--- src/rtl/rv_mem_pkg.sv ---
// Shared load/store encodings, FSM state type and alignment helper for the
// RV32I memory-stage access unit.
package rv_mem_pkg;

  localparam logic [2:0] F3_B  = 3'b000;
  localparam logic [2:0] F3_H  = 3'b001;
  localparam logic [2:0] F3_W  = 3'b010;
  localparam logic [2:0] F3_BU = 3'b100;
  localparam logic [2:0] F3_HU = 3'b101;

  typedef enum logic [1:0] {
    IDLE = 2'd0,
    WAIT = 2'd1,
    DONE = 2'd2
  } state_e;

  function automatic logic is_misaligned(input logic [2:0] funct3,
                                         input logic [1:0] addr_lo);
    logic mis;
    mis = 1'b0;
    case (funct3)
      F3_H, F3_HU: mis = addr_lo[0];
      F3_W:        mis = (addr_lo != 2'b00);
      default:     mis = 1'b0;
    endcase
    return mis;
  endfunction

endpackage

--- src/rtl/lsu_align.sv ---
// Byte-lane steering for the data-memory port: store byte enables and lane
// replication, and load lane select with sign/zero extension.
module lsu_align (
  input  logic [2:0]  st_funct3_i,
  input  logic [1:0]  st_addr_lo_i,
  input  logic [31:0] st_data_i,
  output logic [3:0]  st_be_o,
  output logic [31:0] st_wdata_o,
  input  logic [2:0]  ld_funct3_i,
  input  logic [1:0]  ld_addr_lo_i,
  input  logic [31:0] ld_word_i,
  output logic [31:0] ld_data_o
);
  import rv_mem_pkg::*;

  logic [7:0]  ld_byte;
  logic [15:0] ld_half;

  assign ld_byte = ld_word_i[{ld_addr_lo_i, 3'b000} +: 8];
  assign ld_half = ld_addr_lo_i[1] ? ld_word_i[31:16] : ld_word_i[15:0];

  // NOTE: every output of a combinational block gets a default first so no
  // path through the case statement can infer a latch.
  always_comb begin
    st_be_o    = 4'b1111;
    st_wdata_o = st_data_i;
    case (st_funct3_i[1:0])
      2'b00: begin
        st_be_o    = 4'b0001 << st_addr_lo_i;
        st_wdata_o = {4{st_data_i[7:0]}};
      end
      2'b01: begin
        st_be_o    = 4'b0011 << {st_addr_lo_i[1], 1'b0};
        st_wdata_o = {2{st_data_i[15:0]}};
      end
      default: ;
    endcase
  end

  always_comb begin
    ld_data_o = '0;
    case (ld_funct3_i)
      F3_B:    ld_data_o = {{24{ld_byte[7]}}, ld_byte};
      F3_BU:   ld_data_o = {24'b0, ld_byte};
      F3_H:    ld_data_o = {{16{ld_half[15]}}, ld_half};
      F3_HU:   ld_data_o = {16'b0, ld_half};
      F3_W:    ld_data_o = ld_word_i;
      default: ld_data_o = '0;
    endcase
  end

endmodule

--- src/rtl/dmem_access_stage.sv ---
// Memory-stage load/store unit: issues one req/ready transaction per M-stage
// access, stalls the pipeline while it is outstanding, flags misalignment and timeouts.
module dmem_access_stage #(
  parameter int unsigned TIMEOUT_CYCLES = 16,
  parameter int unsigned CNT_W          = 5
) (
  input  logic        clk,
  input  logic        reset,
  input  logic        mem_readM,
  input  logic        mem_writeM,
  input  logic [2:0]  funct3M,
  input  logic [31:0] ALU_resultM,
  input  logic [31:0] write_dataM,
  output logic [31:0] read_dataM,
  output logic        stallM,
  output logic        misalignedM,
  output logic        access_faultM,
  output logic        dmem_req,
  output logic        dmem_we,
  output logic [31:0] dmem_addr,
  output logic [3:0]  dmem_be,
  output logic [31:0] dmem_wdata,
  input  logic [31:0] dmem_rdata,
  input  logic        dmem_ready
);
  import rv_mem_pkg::*;

  localparam logic [CNT_W-1:0] TIMEOUT_CNT = CNT_W'(TIMEOUT_CYCLES);

  state_e           state_q, state_d;
  logic [CNT_W-1:0] cnt_q, cnt_d;
  logic [31:0]      rdata_q, rdata_d;
  logic             fault_q, fault_d;

  logic        we_q;
  logic [31:0] addr_q, wdata_q;
  logic [3:0]  be_q;
  logic [2:0]  f3_q;
  logic [1:0]  lo_q;

  logic        is_op, misal, issue, latch_en;
  logic [3:0]  st_be;
  logic [31:0] st_wdata, ld_data;
  logic        req_c, stall_c, mis_c, fault_c, we_c;
  logic [31:0] rd_c, addr_c, wdata_c;
  logic [3:0]  be_c;

  assign is_op = (mem_readM | mem_writeM) &
                 (funct3M inside {F3_B, F3_H, F3_W, F3_BU, F3_HU});
  assign misal = is_op & is_misaligned(funct3M, ALU_resultM[1:0]);
  assign issue = is_op & ~misal;

  lsu_align u_align (
    .st_funct3_i  (funct3M),
    .st_addr_lo_i (ALU_resultM[1:0]),
    .st_data_i    (write_dataM),
    .st_be_o      (st_be),
    .st_wdata_o   (st_wdata),
    .ld_funct3_i  (f3_q),
    .ld_addr_lo_i (lo_q),
    .ld_word_i    (rdata_q),
    .ld_data_o    (ld_data)
  );

  always_comb begin
    state_d  = state_q;
    cnt_d    = cnt_q;
    rdata_d  = rdata_q;
    fault_d  = fault_q;
    latch_en = 1'b0;
    req_c    = 1'b0;
    stall_c  = 1'b0;
    mis_c    = 1'b0;
    fault_c  = 1'b0;
    rd_c     = '0;
    we_c     = 1'b0;
    addr_c   = '0;
    be_c     = '0;
    wdata_c  = '0;
    case (state_q)
      IDLE: begin
        if (misal) begin
          mis_c = 1'b1;
        end else if (issue) begin
          req_c    = 1'b1;
          stall_c  = 1'b1;
          latch_en = 1'b1;
          we_c     = mem_writeM;
          addr_c   = {ALU_resultM[31:2], 2'b00};
          be_c     = st_be;
          wdata_c  = st_wdata;
          if (dmem_ready) begin
            state_d = DONE;
            rdata_d = dmem_rdata;
          end else begin
            state_d = WAIT;
            cnt_d   = CNT_W'(1);
          end
        end
      end
      WAIT: begin
        req_c   = 1'b1;
        stall_c = 1'b1;
        we_c    = we_q;
        addr_c  = addr_q;
        be_c    = be_q;
        wdata_c = wdata_q;
        if (dmem_ready) begin
          state_d = DONE;
          rdata_d = dmem_rdata;
          cnt_d   = '0;
        end else if (cnt_q == TIMEOUT_CNT) begin
          state_d = DONE;
          fault_d = 1'b1;
          rdata_d = '0;
          cnt_d   = '0;
        end else begin
          cnt_d = cnt_q + CNT_W'(1);
        end
      end
      DONE: begin
        fault_c = fault_q;
        rd_c    = we_q ? '0 : ld_data;
        fault_d = 1'b0;
        state_d = IDLE;
      end
      default: state_d = IDLE;
    endcase
  end

  always_ff @(posedge clk) begin
    if (reset) begin
      state_q <= IDLE;
      cnt_q   <= '0;
      rdata_q <= '0;
      fault_q <= 1'b0;
    end else begin
      state_q <= state_d;
      cnt_q   <= cnt_d;
      rdata_q <= rdata_d;
      fault_q <= fault_d;
    end
  end

  // NOTE: the request payload is left unreset; it is only read in WAIT/DONE,
  // which can only be entered through the IDLE cycle that loads it.
  always_ff @(posedge clk) begin
    if (latch_en) begin
      we_q    <= mem_writeM;
      addr_q  <= {ALU_resultM[31:2], 2'b00};
      be_q    <= st_be;
      wdata_q <= st_wdata;
      f3_q    <= funct3M;
      lo_q    <= ALU_resultM[1:0];
    end
  end

  // Pipeline-facing outputs are forced quiet during reset, including mid-WAIT.
  assign dmem_req      = req_c & ~reset;
  assign stallM        = stall_c & ~reset;
  assign misalignedM   = mis_c & ~reset;
  assign access_faultM = fault_c & ~reset;
  assign read_dataM    = reset ? '0 : rd_c;
  assign dmem_we       = we_c;
  assign dmem_addr     = addr_c;
  assign dmem_be       = be_c;
  assign dmem_wdata    = wdata_c;

endmodule
--- config.mk ---
export PLATFORM = sky130hd
export DESIGN_NAME = dmem_access_stage
export DESIGN_NICKNAME = d
export VERILOG_FILES = /design/src/rtl/rv_mem_pkg.sv /design/src/rtl/lsu_align.sv /design/src/rtl/dmem_access_stage.sv
export SDC_FILE = /design/constraint.sdc
export NUM_CORES = 1
export LEC_CHECK = 0
export ABC_AREA = 1
export BUFFER_PORTS_ARGS = -buffer_cell sky130_fd_sc_hd__buf_2
export CORE_ASPECT_RATIO = 0.75
export CORE_MARGIN = 2
export CORE_UTILIZATION = 51
export CTS_CLUSTER_DIAMETER = 150
export DETAILED_ROUTE_END_ITERATION = 8
export GPL_TIMING_DRIVEN = 0
export PLACE_DENSITY = 0.81
export SLEW_MARGIN = 0
export SYNTH_ARGS = -nofsm -noshare
export SYNTH_HDL_FRONTEND = slang
export SYNTH_SLANG_ARGS = --single-unit
--- constraint.sdc ---
create_clock -name clk -period 3.2 [get_ports clk]
set_input_delay 0 -clock clk [delete_from_list [all_inputs] [get_ports clk]]
set_output_delay 0 -clock clk [all_outputs]
set_load 0.01 [all_outputs]
After elaboration in Yosys (flattened, before gate mapping)
Index checks and enable logic that the tools add are counted.
{"block": "totals", "word_cells": 103, "reg_bits": 112}
{"block": "op_classes", "addsub": 1, "muxes": 48, "bitwise_logic": 9, "reduce_logical": 13, "n_eq_ne": 19, "n_shift": 3}
{"operator": "2-to-1 mux 32 bit", "n": 12}
{"operator": "one-hot mux 32 bit (2 select lines)", "n": 4}
{"operator": "one-hot mux 32 bit (5 select lines)", "n": 1}
{"operator": "indexed part select 32 x 6 -> 8 bit", "n": 1}
{"operator": "2-to-1 mux 5 bit", "n": 5}
{"operator": "2-to-1 mux 16 bit", "n": 1}
{"operator": "one-hot mux 4 bit (2 select lines)", "n": 2}
{"operator": "equality test 3 bit (second input constant)", "n": 4}
{"operator": "!= test 2 bit (second input constant)", "n": 6}
{"operator": "2-to-1 mux 1 bit", "n": 10}
{"operator": "2-to-1 mux 2 bit", "n": 5}
{"operator": "one-hot mux 5 bit (2 select lines)", "n": 1}
{"operator": "2-to-1 mux 4 bit", "n": 2}
{"operator": "one-hot mux 1 bit (2 select lines)", "n": 4}
{"operator": "AND 1 bit", "n": 6}
{"operator": "equality test 3 x 1 -> 1 bit (second input constant)", "n": 2}
{"operator": "equality test 3 x 2 -> 1 bit (second input constant)", "n": 2}
{"operator": "logical NOT 3 bit", "n": 2}
{"operator": "AND reduction 3 bit", "n": 2}
{"operator": "nonzero test 2 bit", "n": 3}
{"operator": "adder 5 x 1 -> 5 bit (second input constant)", "n": 1}
{"operator": "equality test 5 bit (second input constant)", "n": 1}
{"operator": "AND reduction 5 bit", "n": 1}
{"operator": "nonzero test 5 bit", "n": 1}
{"operator": "11 further kinds", "n": 14}

Depth between registers and ports, before layout
{"block": "depth", "ltp_word": 10, "depth_mapped": 13, "ltp_nobuf": 10}

By module
A second synthesis with hierarchy kept.
{"block": "unflattened", "hier_cells": 839, "hier_area_um2": 6502.5}
{"mod": "dmem_access_stage", "cells_each": 540, "n_inst": 1, "area_per_inst_um2": 5099.9}
{"mod": "lsu_align", "cells_each": 299, "n_inst": 1, "area_per_inst_um2": 1402.6}

Worst setup path before layout
Ideal clock, no wire load.
{"block": "synth_timing", "path_type": "reg2reg", "startpoint": "register state_q[1]", "endpoint": "register addr_q[10], enable pin", "arrival_time_ps": 1814, "path_stages_with_launch": 5, "setup_slack_ps": 985, "t_required_ps": 2799, "setup_time_ps": 401, "cell_sequence": "dfxtp_1 -> nor2_1 -> inv_1 -> nor2_2 -> buf_2"}
{"block": "synth_via", "elab_chain_len": 2}
{"element": "start, declared", "line": "dmem_access_stage.sv:30", "source": "state_e state_q, state_d;"}
{"element": "start signal, assigned", "line": "dmem_access_stage.sv:138", "source": "state_q <= state_d;"}
{"element": "logical NOT 2 bit", "line": "dmem_access_stage.sv:80", "source": "case (state_q)"}
{"element": "2-to-1 mux 1 bit", "line": "dmem_access_stage.sv:80"}
{"element": "via latch_en", "line": "dmem_access_stage.sv:41", "source": "logic is_op, misal, issue, latch_en;"}
{"element": "end signal, assigned", "line": "dmem_access_stage.sv:150", "source": "addr_q <= {ALU_resultM[31:2], 2'b00};"}
{"element": "end, declared", "line": "dmem_access_stage.sv:36", "source": "logic [31:0] addr_q, wdata_q;"}
The timed path passes the listed nets, and every way through them passes these cells.
A chain may end at the register's enable or synchronous reset.

Final worst setup path
{"block": "layout_timing", "startpoint": "input port funct3M[1]", "endpoint": "output port dmem_we"}
{"block": "layout_via", "elab_chain_len": 9, "elab_cells_between_ends": 15}
{"element": "start, declared", "line": "dmem_access_stage.sv:11", "source": "input logic [2:0] funct3M,"}
{"element": "equality test 3 x 1 -> 1 bit (tied with other cells)", "line": "rv_mem_pkg.sv:21, dmem_access_stage.sv:49"}
{"element": "OR reduction 2 bit / nonzero test 5 bit (equally long branches)", "line": "rv_mem_pkg.sv:21, dmem_access_stage.sv:49"}
{"element": "one-hot mux 1 bit (2 select lines) / AND 1 bit (equally long branches)", "line": "rv_mem_pkg.sv:21, dmem_access_stage.sv:48"}
{"element": "AND 1 bit", "line": "dmem_access_stage.sv:50", "source": "assign misal = is_op & is_misaligned(funct3M, ALU_resultM[1:0]);"}
{"element": "inverter 1 bit", "line": "dmem_access_stage.sv:51", "source": "assign issue = is_op & ~misal;"}
{"element": "AND 1 bit", "line": "dmem_access_stage.sv:51"}
{"element": "2-to-1 mux 1 bit", "line": "dmem_access_stage.sv:84", "source": "end else if (issue) begin"}
{"element": "2-to-1 mux 1 bit (*)", "line": "dmem_access_stage.sv:82", "source": "if (misal) begin"}
{"element": "one-hot mux 1 bit (2 select lines) (*)", "line": "dmem_access_stage.sv:80"}
{"element": "end, declared", "line": "dmem_access_stage.sv:19", "source": "output logic dmem_we,"}
Mark *: on every way between the ends. The rest lies on a longest branch, timed or not.

==> impl_metrics.csv <==
group,metric,value,unit
cts,numCtsBuffers,9,
floorplanning,design.core.area,11610,µm²
logic_synthesis,syn-instance-count,745,
logic_synthesis,synth.mux.area_fraction,0.001651,
layout,final_cell_mix,"buf_2, nand2_1, inv_1",
power_and_ir_drop,fin_total_pwr,3.960,mW
worst_setup_path,crit_arrival,2690,ps
routing,drc_errors,0,
layout,nFillCells,933,
global_routing,gr-total-overflow,0,
floorplanning,start_util,0.5221,
logic_synthesis,seq_area_frac_synth,0.4887,
routing,totalWireLength,19790,µm
layout,multi_input_area,2439,µm²
timing,layout_setup_ws,506.2,ps
layout,mostFrequentLayoutCell,"buf_2",
worst_setup_path,critPathRequiredTime,3200,ps
global_routing,grt_pass1_vias,5995,
layout,layout-drive-gt1-share,0.2517,
global_routing,grt_pass1_wl,30330,µm
worst_setup_path,r2r_cells,5,
cts,root_buffer,"clkbuf_16",
hold_path,min_path_cells,5,
worst_setup_path,crit_path_end_kind,"output pin",
floorplanning,die-area,12790,µm²
placed_design,gp_congestion,0.9254,
power_and_ir_drop,leakage,4.061,nW
global_routing,grt-busiest-layer,"met2",
logic_synthesis,synth-compound-area-share,0.1791,
floorplanning,ios,209,
logic_synthesis,synth_edf_count,72,
hold_path,hold_class,"in -> reg",
routing,drt_iter0_drc,604,
routing,antenna_left,0,
global_routing,use_met1,0.4287,
worst_setup_path,r2r_slack,1080,ps
routing,vias_per_cell,5.437,
global_routing,use_met3,0.05483,
floorplanning,die_y,98.43,µm
timing,relSlewSlack,0.5208,
cts,cts.clk_slew.worst_paths,80,ps
cts,clock-sinks,112,
timing,finalClockSkew,8.520,ps
routing,drtPass1Iterations,5,
routing,vias,6475,
logic_synthesis,synth_ff_type,"edfxtp_1",
logic_synthesis,synth_seq_cells,112,
floorplanning,fp.dieW,129.9,µm
logic_synthesis,avgSynthCellArea,8.139,µm²
global_routing,antenna_found_initial,0,
logic_synthesis,synth_xor_area_frac,0.002889,
layout,regArea,2963,µm²
logic_synthesis,ys_types,37,
timing,max_freq,371.2,MHz
global_routing,grt_util_met2,0.4797,
logic_synthesis,synth_top_family_by_area,"simple AND/OR/NAND/NOR gates",
layout,fin_util,0.7092,
floorplanning,fp-row-count,34,
power_and_ir_drop,power_density,480.8,nW/µm²
logic_synthesis,synth_area,6063,µm²
cts,cts_max_level,3,
timing,rsz0062_at_grt,"no",
routing,avgRoutedWirePerCell,16.62,µm
layout,diodes,0,
layout,nNetsFinal,1130,
global_routing,grt_max_degree,56,
logic_synthesis,async_flop_share,0,
timing,finalSetupViolCount,0,
logic_synthesis,synthSimpleGateAreaFrac,0.2132,
global_routing,grt_usage,0.3057,
timing,finalSetupTns,0,ps
logic_synthesis,synthAdderAreaFrac,0.004127,
timing,fin_crit,2694,ps
timing,final_hold_viol_count,0,
placed_design,pre_cts_slack,1116,ps
worst_setup_path,critPathKind,"in -> out",
timing,slew_viol_final,0,
timing,tightest_slew,718.1,ps
cts,ctsHoldBuffers,61,
cts,post_cts_buffers,0,
layout,area_growth,35.84,%
flow_run,maxCapViolCount,0,
timing,fin_crit_sh,0.8418,
worst_setup_path,start_kind,"input port",
cts,ctsResizeCount,0,
power_and_ir_drop,ir_drop,0.0003613,V
cts,cts_buffer_depth,2,
cts,tritoncts,"done",
placed_design,io_buffers,205,
logic_synthesis,synth_warnings,0,
worst_setup_path,path_max_fanout,55,
timing,holdWs,7.392,ps
placed_design,hpwl,13190,µm
cts,clock_latency,360,ps
status,status,"finished clean",
cell usage after synthesis (2+ instances only):
cell	instances	area, µm²
a21oi_1	14	70.07
a22o_1	58	508.0
a31oi_1	18	112.6
buf_2	16	80.08
buf_4	3	22.52
buf_6	4	45.04
clkbuf_1	23	86.33
clkinv_1	2	7.510
dfxtp_1	40	800.8
edfxtp_1	72	2162
ha_1	2	25.02
inv_1	107	401.6
inv_2	5	18.77
nand2_1	169	634.4
nand2_2	2	12.51
nand3_1	4	20.02
nand4_1	31	193.9
nor2_1	93	349.1
nor2_4	2	22.52
nor3_1	5	25.02
o211ai_1	4	30.03
o21ai_0	26	130.1
o21ai_1	10	50.05
o221ai_1	5	43.79
o22ai_1	17	106.4
xor2_1	2	17.52
metrics by stage:
step	area [µm²]	std cells
floorplan	6067	746
global placement	7296	1113
detailed placement	7326	1114
CTS	8237	1191
global route	8237	1191
finish	8237	1191
worst paths after layout:
check | startpoint | end
setup / recovery | funct3M[1] | dmem_we
hold / removal | dmem_rdata[29] | rdata_q[29]$_SDFFE_PP0P_
setup reg to reg | state_q[1]$_SDFFE_PP0P_ | wdata_q[16]$_DFFE_PP_
hold reg to reg | cnt_q[4]$_SDFFE_PP0P_ | cnt_q[4]$_SDFFE_PP0P_
critical path, stage by stage:
cell and delay (ps):
dlygate4sd3_1 570, buf_2 150, buf_6 130, nor2_4 220, nor2_1 80, nand2_1 90, nand2_1 90, nor2_2 310
buf_4 400, buf_16 300, nand2_1 70, o21ai_0 70, buf_2 160
cell families (layout without fill, tap and decap cells):
family	Yosys count	after routing
compound gates	156	156
xor+xnor	2	2
fa+ha+maj	2	2
buf+inv	161	444
flops	112	112
mux	1	1
other cells	1	2
simple gates	310	310
flip-flops by register name, indices dropped and copies added (netlist names):
signal and flops:
we_q 1, lo_q 2, state_q 2, wdata_q 32, fault_q 1, rdata_q 32
be_q 4, cnt_q 5, f3_q 3, addr_q 30
layer usage:
| layer | part of all wire | wire length, µm |
|---|---|---|
| met1 | 0.43 | 8422 |
| met2 | 0.47 | 9271 |
| met3 | 0.080 | 1582 |
| met4 | 0.026 | 514 |
| met5 | 0 | 0 |
layout make-up:
cell class | count | area share
buffer | 47 | 0.02917
clock buffer | 9 | 0.02734
multi-input combinational | 473 | 0.2961
sequential | 112 | 0.3597
tap | 162 | 0.02461
inverter | 114 | 0.05195
clock inverter | 7 | 0.009114
timing repair buffer | 267 | 0.2020
power breakdown:
group | internal (mW) | switching [mW]
Sequential | 1.70 | 0.0656
Combinational | 0.408 | 0.637
Clock | 0.558 | 0.592
Note: power is estimated with default switching activity, not from simulation.
